### src/rtl/serial_subtractor_if.sv
// serial_subtractor_if: start/operand request and result bundle for serial_subtractor
interface serial_subtractor_if #(
  parameter int WIDTH = 8
);
  logic             start;
  logic [WIDTH-1:0] a;
  logic [WIDTH-1:0] b;
  logic             busy;
  logic             done;
  logic [WIDTH-1:0] d;
  logic             borrow;
  logic             ovf;
  modport master (output start, a, b, input busy, done, d, borrow, ovf);
  modport slave  (input start, a, b, output busy, done, d, borrow, ovf);
endinterface

### src/rtl/serial_subtractor.sv
// serial_subtractor: bit-serial LSB-first a - b with borrow and signed overflow flags
module serial_subtractor #(
  parameter int WIDTH = 8
) (
  input  logic              clk,
  input  logic              rst_n,
  serial_subtractor_if.slave bus
);
  localparam int CW = (WIDTH > 2) ? $clog2(WIDTH) : 1;
  localparam logic [CW-1:0] LAST = CW'(WIDTH - 1);
  typedef enum logic [1:0] {IDLE, CALC, DONE} state_t;
  state_t           state_q, state_d;
  logic [WIDTH-1:0] a_q, a_d, b_q, b_d, res_q, res_d, d_q, d_d;
  logic [CW-1:0]    cnt_q, cnt_d;
  logic             bin_q, bin_d, a_msb_q, a_msb_d, b_msb_q, b_msb_d;
  logic             borrow_q, borrow_d, ovf_q, ovf_d;
  logic             diff, bout;
  // operands shift right so the bit under test is always at index 0
  assign diff = a_q[0] ^ b_q[0] ^ bin_q;
  assign bout = (~a_q[0] & b_q[0]) | (~(a_q[0] ^ b_q[0]) & bin_q);
  // next-state: accept in IDLE, one bit per CALC edge, publish results on the last bit
  always_comb begin
    state_d  = state_q;
    a_d      = a_q;
    b_d      = b_q;
    res_d    = res_q;
    d_d      = d_q;
    cnt_d    = cnt_q;
    bin_d    = bin_q;
    a_msb_d  = a_msb_q;
    b_msb_d  = b_msb_q;
    borrow_d = borrow_q;
    ovf_d    = ovf_q;
    case (state_q)
      IDLE: if (bus.start) begin
        state_d = CALC;
        a_d     = bus.a;
        b_d     = bus.b;
        a_msb_d = bus.a[WIDTH-1];
        b_msb_d = bus.b[WIDTH-1];
        cnt_d   = '0;
        bin_d   = 1'b0;
      end
      CALC: begin
        a_d   = a_q >> 1;
        b_d   = b_q >> 1;
        res_d = {diff, res_q[WIDTH-1:1]};
        bin_d = bout;
        cnt_d = cnt_q + 1'b1;
        if (cnt_q == LAST) begin
          state_d  = DONE;
          d_d      = {diff, res_q[WIDTH-1:1]};
          borrow_d = bout;
          ovf_d    = (a_msb_q ^ b_msb_q) & (a_msb_q ^ diff);
        end
      end
      DONE:    state_d = IDLE;
      default: state_d = IDLE;
    endcase
  end
  // state and datapath registers, cleared asynchronously so a mid-run reset leaves no partial result
  always_ff @(posedge clk or negedge rst_n) begin
    if (!rst_n) begin
      state_q  <= IDLE;
      a_q      <= '0;
      b_q      <= '0;
      res_q    <= '0;
      d_q      <= '0;
      cnt_q    <= '0;
      bin_q    <= 1'b0;
      a_msb_q  <= 1'b0;
      b_msb_q  <= 1'b0;
      borrow_q <= 1'b0;
      ovf_q    <= 1'b0;
    end else begin
      state_q  <= state_d;
      a_q      <= a_d;
      b_q      <= b_d;
      res_q    <= res_d;
      d_q      <= d_d;
      cnt_q    <= cnt_d;
      bin_q    <= bin_d;
      a_msb_q  <= a_msb_d;
      b_msb_q  <= b_msb_d;
      borrow_q <= borrow_d;
      ovf_q    <= ovf_d;
    end
  end
  assign bus.busy   = state_q != IDLE;
  assign bus.done   = state_q == DONE;
  assign bus.d      = d_q;
  assign bus.borrow = borrow_q;
  assign bus.ovf    = ovf_q;
endmodule
### src/flat_wrapper.sv
// flat-port wrapper written by rule: the top's interface ports become plain ports
module serial_subtractor_flat 
#(
  parameter int WIDTH = 8
)
  (clk, rst_n, bus_start, bus_a, bus_b, bus_busy, bus_done, bus_d, bus_borrow, bus_ovf);
  serial_subtractor_if #(.WIDTH(WIDTH)) bus_i ();
  input  logic clk;
  input  logic rst_n;
  input wire logic [$bits(bus_i.start)-1:0] bus_start;
  input wire logic [$bits(bus_i.a)-1:0] bus_a;
  input wire logic [$bits(bus_i.b)-1:0] bus_b;
  output wire logic [$bits(bus_i.busy)-1:0] bus_busy;
  output wire logic [$bits(bus_i.done)-1:0] bus_done;
  output wire logic [$bits(bus_i.d)-1:0] bus_d;
  output wire logic [$bits(bus_i.borrow)-1:0] bus_borrow;
  output wire logic [$bits(bus_i.ovf)-1:0] bus_ovf;
  assign bus_i.start = bus_start;
  assign bus_i.a = bus_a;
  assign bus_i.b = bus_b;
  assign bus_busy = bus_i.busy;
  assign bus_done = bus_i.done;
  assign bus_d = bus_i.d;
  assign bus_borrow = bus_i.borrow;
  assign bus_ovf = bus_i.ovf;
  serial_subtractor #(.WIDTH(WIDTH)) u_core (.clk(clk), .rst_n(rst_n), .bus(bus_i));
endmodule
### config.mk
export PLATFORM = sky130hd
export DESIGN_NAME = serial_subtractor_flat
export DESIGN_NICKNAME = d
export VERILOG_FILES = /design/src/rtl/serial_subtractor_if.sv /design/src/rtl/serial_subtractor.sv /design/src/flat_wrapper.sv
export SDC_FILE = /design/constraint.sdc
export NUM_CORES = 1
export LEC_CHECK = 0
export BUFFER_PORTS_ARGS = -buffer_cell sky130_fd_sc_hd__clkbuf_2
export CORE_UTILIZATION = 58
export CTS_CLUSTER_DIAMETER = 30
export DETAILED_ROUTE_END_ITERATION = 12
export PLACE_DENSITY = 0.85
export SLEW_MARGIN = 20
export SYNTH_ARGS = -nofsm -noshare
export SYNTH_HDL_FRONTEND = slang
export SYNTH_SLANG_ARGS = --single-unit
### constraint.sdc
create_clock -name clk -period 2.5 [get_ports clk]
set_input_delay 0.125 -clock clk [delete_from_list [all_inputs] [get_ports clk]]
set_output_delay 0.125 -clock clk [all_outputs]
set_load 0.01 [all_outputs]
==> summary.md, run 1 <==
| Metric | Value |
|---|---|
| Post-synth top area share | `59.68%` |
| Fillers | `197` |
| CTS buffer count | `5` |
| Slew HR | `41.71%` |
| Pwr per Cell Area | `around 1200 nW/um2` |
| Switching Share | `between 30% and 40%` |
| Pre-antenna DRT Iters | `5` |
| Crit. End Element | `flip-flop` |
| # clock sinks | `41` |
| # diodes | `0` |
| Sequential share of the synthesized area | `59.68%` |
| Synth cell types | `24` |
| Multi-input combinational cell area | `between 600 and 700 um2` |
| GPL Wtd Cong | `about 0.74` |
| Worst Path Arrival | `2.00 ns` |
| Critical path class | `reg -> reg` |
| Required @ worst endpoint | `2.75 ns` |
| DRT antenna net count | `0` |
| TNS Setup | `0 ns` |
| Int Power | `1497 uW` |
| Share of post-route cells with drive strength above 1 | `between 20% and 30%` |
| Comb pwr share | `31.8%` |
| Max Cap Violations | `0` |
| Synth Cell Area | `1719 um2` |
| Peak Freq | `570.4 MHz` |
| Share of flip-flops with an asynchronous set or reset | `100.0%` |
| Final worst-path cycle share | `70.12%` |
| Vias in the first global route | `1,173` |
| CP max FO | `23` |
| First-pass GRT wire length | `5.271 mm` |
| VDD IR max | `0.9378 mV` |
| Core box area | `2781 um2` |
| Clk root buf | `clkbuf_4` |
| Worst-Margin Slew | `0.8743 ns` |
| Area leader, netlist | `dfrtp_1` |
| Max-slew violation count | `0` |
| Remaining global-route overflow | `0` |
| Number of port buffers | `30` |
| Die area | `3186 um2` |
| Initial antenna violation count | `0` |
| Dominant synthesized flop cell | `dfrtp_1` |
| Worst Slack Setup Final | `0.7469 ns` |
| Skew-Pair Late Insertion Delay | `0.35 ns` |
| CTS tree | `built` |
| Routed vias | `roughly 1,200` |
| Number of synthesis warnings | `0` |
| Residual DRC count | `0` |
| Unrepaired setup endpoints after global routing | `false` |
| FF+latch area | `1026 um2` |
| Cell Rows | `19` |
| Vias per Instance | `~5.6` |
| Die height | `56.45 um` |
| Wire per inst | `14.10 um` |
| Syn avg cell area | `10.88 um2` |
| Setup repair bufs after CTS | `0` |
| Cells after synthesis | `158` |
| Gr usage total | `between 20 and 25%` |
| DRT iter0 DRCs | `47` |
| Lkg Pwr | `between 0.0009 and 0.001 uW` |
| Top cells by area, synth | `dfrtp_1, nand2_1, a22oi_1` |
| Hpwl dp | `between 2 and 2.5 mm` |
| Sequential share of power | `about half` |
| Worst Skew | `0.01353 ns` |
| Setup crit start kind | `flip-flop` |
| Initial Utilization | `between 60% and 70%` |
| Die width | `56.45 um` |
| Yosys reg bits | `41` |
| Final setup viols | `0` |
| DRT Wirelength | `3.102 mm` |
| Pin count of the biggest net entering global routing | `42` |
| Switching Power | `816.9 uW` |
| Layout Nets | `between 200 and 250` |
| H-tree depth | `2` |
| Area delta synth->final | `14.63%` |
| Min Tclk post-route | `1.753 ns` |
| CTS Buffer Depth | `2` |
| Post-synth EDFFs | `0` |
| Hold Vio Cnt, Final | `0` |
| Post-synthesis net count | `180` |
| Worst hold path class | `in -> reg` |
| Pre-CTS WS | `0.7565 ns` |
| Clk pin slew, worst setup/hold paths | `0.13 ns` |
| Boundary Pins | `31` |
| Status | `complete, no violations` |
| Clock share of power | `18.6%` |
synthesized netlist by cell type (2+ instances only):
cell type and instances:
dfrtp_1 41, nand2_1 41, a22oi_1 14, o21ai_0 10, o21ai_1 9, buf_2 6, mux2_1 5, mux2_2 5
inv_1 4, a22o_1 3, clkbuf_1 3, nor2b_1 3, a21oi_1 2, ha_1 2
power by group through the flow:
stage | logic (uW) | clock network [uW] | registers (uW)
after floorplan | 548 | 0 | 1110
after global placement | 697 | 0 | 1140
after detailed placement | 745 | 0 | 1160
after CTS | 749 | 443 | 1140
after global routing | 828 | 462 | 1180
final | 736 | 431 | 1150
final cells by class:
class / count / area share (%)
Clock inverter: 3 / 2.349
Clock buffer: 5 / 1.905
Timing Repair Buffer: 33 / 9.016
Inverter: 4 / 0.7619
Tap cell: 31 / 1.968
Sequential cell: 41 / 52.06
Multi-Input combinational cell: 103 / 31.94
cells by family (layout without fill, tap and decap cells):
| group | after synthesis | count (layout) | share of synthesized area [%] |
|---|---|---|---|
| AND/OR/NAND/NOR | 50 | 50 | 12.74 |
| multiplexers | 10 | 10 | 6.550 |
| buffers and inverters | 14 | 45 | 3.712 |
| flip-flops | 41 | 41 | 59.68 |
| adder cells (fa/ha/maj) | 3 | 3 | 2.620 |
| AO/OA/AOI/OAI | 40 | 40 | 14.70 |
sequential cells by signal, summed over array words and instances (netlist names):
register and cells:
u_core.cnt_q 3, u_core.bus.d 8, u_core.bus.borrow 1, u_core.b_msb_q 1, u_core.res_q 7, u_core.state_q 2
u_core.bus.ovf 1, u_core.b_q 8, u_core.a_msb_q 1, u_core.bin_q 1, u_core.a_q 8
layout by cell type (no fill, tap or decap):
cell and instances:
or2_1 1, a22o_1 3, nor2_2 1, buf_4 1, fa_1 1, o21ai_0 10, nand2b_1 1, nor2b_2 1
nand2_1 41, mux2_2 5, dlygate4sd3_1 2, nand3b_2 1, o21bai_1 1, dfrtp_1 41, o21ai_1 9, buf_2 1
bufinv_16 1, inv_1 4, clkbuf_4 5, nor3b_1 1, clkinv_4 1, a2bb2oi_1 1, mux2_1 5, clkbuf_2 29
nor2b_1 3, ha_1 2, a22oi_1 14, clkinvlp_4 1, a21oi_1 2
worst paths after layout:
path	startpoint	to	slack [ns]	cells past startpoint
worst max-delay path	u_core.state_q[0]	u_core.bus.d[5]	0.75	2
worst min-delay path	bus_a[7]	u_core.a_msb_q	0.04	2
worst max register to register	u_core.state_q[0]	u_core.bus.d[5]	0.75	2
worst min register to register	u_core.a_q[1]	u_core.a_q[1]	0.50	2
max in group asynchronous	rst_n	u_core.a_q[4]	1.52	2
min in group asynchronous	rst_n	u_core.bus.d[0]	0.42	2
through the flow:
stage | std cells | power, uW | cell area (um2) | hold slack [ns] | utilization [%]
6_report | 220 | 2314 | 1971 | 0.04395 | 70.85
5_1_grt | 220 | 2473 | 1971 | 0.03858 | 70.85
4_1_cts | 220 | 2336 | 1971 | 0.03485 | 70.85
3_5_place_dp | 210 | 1901 | 1867 | 0.3255 | 67.12
3_3_place_gp | 210 | 1837 | 1867 | 0.3065 | 67.12
2_1_floorplan | 158 | 1657 | 1719 | -0.1706 | -
per-layer routing:
| metal | up-vias | track usage (%) | wire length [um] | share of wire [%] |
|---|---|---|---|---|
| met5 | - | 0 | 0 | 0 |
| met4 | 0 | 8.711 | 15 | 0.48 |
| met3 | 2 | 6.452 | 143 | 4.6 |
| met2 | 32 | 34.96 | 1523 | 49 |
| met1 | 600 | 29.39 | 1419 | 46 |
| li1 | 597 | - | - | - |
what timing repair did:
item | CTS | global route
hold buffers | 2 | 0
gates resized for setup | 0 | 0
hold endpoints to repair | 42 | 0
critical path, cell delays in order, from the launching register on:
cell and delay (ns):
dfrtp_1 0.81, nand3b_2 0.43, mux2_1 0.42
(Power assumes the default switching activity.)
==> run 2: changes to the inputs <==
Settings changed: ABC_AREA set to 1, CORE_UTILIZATION 58 to 55, PLACE_DENSITY 0.85 to 0.8.
Clock period 2.5 ns to 1.76 ns, I/O delays scaled along.
==> run 2 against run 1 <==
Compared with the run above:
- count of clock-buffer cells in the layout rose by 2
- die area rose by 13%
- via count rose by 18%
==> summary.md, run 2 <==
| Metric | Value |
|---|---|
| Layout Nets | `276 (+31%)` |
| Setup repair bufs after CTS | `0 (unchanged)` |
| CTS buffer count | `5 (unchanged)` |
| Top cells by area, synth | `dfrtp_1, nand2_1, nand3_1` |
| CP peak stage delay | `0.69 ns (-0.12 ns)` |
| Clk pin slew, worst setup/hold paths | `0.11 ns (-0.02 ns)` |
| Die height | `59.89 um (+6.1%)` |
| Sequential share of the synthesized area | `55.67% (-4.0 points)` |
| Required @ worst endpoint | `1.67 ns (-1.08 ns)` |
| Die width | `59.89 um (+6.1%)` |
| Slew HR | `64.58% (+23 points)` |
| Worst hold path class | `in -> reg` |
| CP max FO | `14 (-39%)` |
| Commonest cells in the netlist | `nand2_1, dfrtp_1, nand3_1` |
| Vias in the first global route | `1,250 (+6.6%)` |
| Critical path class | `reg -> out` |
| Area leader, netlist | `dfrtp_1` |
| Commonest non-fill, non-tap cell in the layout | `nand2_1` |
| Initial Utilization | `58.92% (-2.9 points)` |
| Boundary Pins | `31 (unchanged)` |
| Worst-Margin Slew | `0.5313 ns (-0.3430 ns)` |
| Final worst-path cycle share | `just under 90%` |
| Synth cell types | `15 (-38%)` |
| First-pass GRT wire length | `5.319 mm (+0.91%)` |
| Max Cap Violations | `0 (unchanged)` |
| DR top layer | `met4` |
| Lkg Pwr | `0.001168 uW (+21%)` |
| Number of port buffers | `30 (unchanged)` |
| GPL Wtd Cong | `0.7485 (+1.7%)` |
| WL met2 | `1.505 mm (-1.2%)` |
| Worst path cell trace | `buf_4, nor2_1, clkbuf_2` |
| Share of flip-flops with an asynchronous set or reset | `100.0% (unchanged)` |
| DR WL met3 | `114 um (-20%)` |
| Worst Slack Setup Final | `0.2179 ns (-0.5290 ns)` |
| Residual DRC count | `0 (unchanged)` |
| Cell Rows | `20 (+1)` |
| Hpwl dp | `2.272 mm (+5.6%)` |
| Core box area | `3128 um2 (+12%)` |
| Routed vias | `1,455 (+18%)` |
| Syn avg cell area | `8.377 um2 (-23%)` |
| Remaining global-route overflow | `0 (unchanged)` |
| Wire per inst | `10.94 um (-22%)` |
| Fillers | `263 (+34%)` |
| Most frequent cells in the layout | `nand2_1, dfrtp_1, clkbuf_2, nand3_1, inv_1` |
| Peak Freq | `648.5 MHz` |
| Share of post-route cells with drive strength above 1 | `17.32% (-7.5 points)` |
| Pre-CTS WS | `0.3422 ns (-0.4144 ns)` |
| Dominant synthesized flop cell | `dfrtp_1` |
| M1 wire length | `1.623 mm (+14%)` |
| Most frequent cell after synthesis | `nand2_1` |
| Final instance area | `2087 um2 (+5.9%)` |
| Final setup viols | `0 (unchanged)` |
| CTS Buffer Depth | `2 (unchanged)` |
| Worst Path Arrival | `1.45 ns (-0.55 ns)` |
| Crit. End Element | `output port` |
| Unrepaired setup endpoints after global routing | `false` |
| Post-synthesis net count | `242 (+34%)` |
| H-tree depth | `2 (unchanged)` |
| CTS tree | `built` |
| Skew-Pair Late Insertion Delay | `0.33 ns (-0.02 ns)` |
| DRT Wirelength | `3.261 mm (+5.1%)` |
| # clock sinks | `41 (unchanged)` |
| Status | `complete, no violations` |
| Synth Cell Area | `1843 um2 (+7.2%)` |
| Pin count of the biggest net entering global routing | `32 (-24%)` |
| DRT antenna net count | `0 (unchanged)` |
| Placed Area | `2002 um2 (+7.2%)` |
| Worst Skew | `0.006061 ns (-0.007466 ns)` |
| DRT iter0 DRCs | `60 (+28%)` |
| Min Tclk post-route | `1.542 ns` |
| Setup crit start kind | `flip-flop` |
| Cells after synthesis | `220 (+39%)` |
| Max-slew violation count | `0 (unchanged)` |
| Pre-antenna DRT Iters | `4 (-1)` |
| Util after Layout | `66.72% (-4.1 points)` |
| Post-synth EDFFs | `0 (unchanged)` |
| Pwr per Cell Area | `1651 nW/um2 (+41%)` |
| VDD IR max | `0.7281 mV (-22%)` |
| Hold Vio Cnt, Final | `0 (unchanged)` |
| Post-synth top area share | `55.67% (-4.0 points)` |
| Yosys reg bits | `41 (unchanged)` |
| Area delta synth->final | `13.24%` |
| # diodes | `0 (unchanged)` |
| Vias per Instance | `4.883 (-13%)` |
| Gr usage total | `20.43% (-1.8 points)` |
| CP max-delay cell | `dfrtp_1` |
| TNS Setup | `0 ns (unchanged)` |
| Initial antenna violation count | `0 (unchanged)` |
| Number of synthesis warnings | `0 (unchanged)` |
| Clk root buf | `clkbuf_4` |
| Die area | `3586 um2 (+13%)` |
| Hold Slack | `0.03027 ns (-0.01369 ns)` |
## run 2: cell count changes after synthesis, moves of 3 or more
| cell | before | now |
|---|---|---|
| mux2_2 | 5 | 0 |
| mux2_1 | 5 | 0 |
| nand2_1 | 41 | 103 |
| buf_6 | 0 | 3 |
| clkbuf_1 | 3 | 0 |
| nor2b_1 | 3 | 0 |
| a22o_1 | 3 | 0 |
| o21ai_0 | 10 | 15 |
| nand3_1 | 0 | 18 |
| a22oi_1 | 14 | 0 |
| inv_1 | 4 | 17 |
| buf_4 | 1 | 4 |
## run 2: repair_timing
action / CTS / global route
hold buffers: 3 / 0
hold endpoints to repair: 24 / 0
gates resized for setup: 0 / 0
## run 2: worst max-delay path, delay by kind of cell, from the launching register on
kind | cells | cell delay (ns)
DFF | 1 | 0.69
and+or+nand+nor | 1 | 0.05
buffers and inverters | 2 | 0.38
## run 2: final cells by class
class	count	area, um2	share of cell area [%]
flip-flops and latches	41	1026	49.16
inverters	17	63.81	3.058
repair buffers	38	217.7	10.43
well taps	44	55.05	2.638
multi-input cells	151	669.4	32.07
clock buffers	7	55.05	2.638
## run 2: metrics by stage
stage / power [uW] / std cells
2_1_floorplan: 2681 / 220
3_3_place_gp: 2956 / 288
3_5_place_dp: 3007 / 288
4_1_cts: 3480 / 298
5_1_grt: 3763 / 298
6_report: 3446 / 298
## run 2: cell families (layout without fill, tap and decap cells)
family | after synthesis | in the layout | share of synthesized area (%)
DFF | 41 | 41 | 55.67
adders and majority gates | 3 | 3 | 2.444
buffers and inverters | 28 | 62 | 8.011
and+or+nand+nor | 125 | 125 | 27.43
AOI/OAI and AO/OA | 23 | 23 | 6.449
## run 2: power breakdown
part	internal (uW)	leakage, uW	switching, uW
Sequential	1360	0.000521	267
Clock	189	0.0000314	266
Combinational	525	0.000616	845
## run 2: final timing paths
| path | slack, ns | cells after the start | end | from |
|---|---|---|---|---|
| worst min-delay path | 0.03 | 5 | u_core.b_q[3] | bus_b[3] |
| worst max register to register | 0.29 | 2 | u_core.bus.d[6] | u_core.state_q[0] |
| worst max-delay path | 0.22 | 3 | bus_done | u_core.state_q[0] |
| max in group asynchronous | 0.98 | 3 | u_core.cnt_q[0] | rst_n |
| worst min register to register | 0.49 | 2 | u_core.b_q[3] | u_core.b_q[3] |
| min in group asynchronous | 0.25 | 2 | u_core.res_q[1] | rst_n |
## run 2: routing by layer
metal,vias up,track usage [%]
met5,-,0
met1,671,27.91
met3,3,4.545
met2,30,31.27
li1,751,-
met4,0,9.302
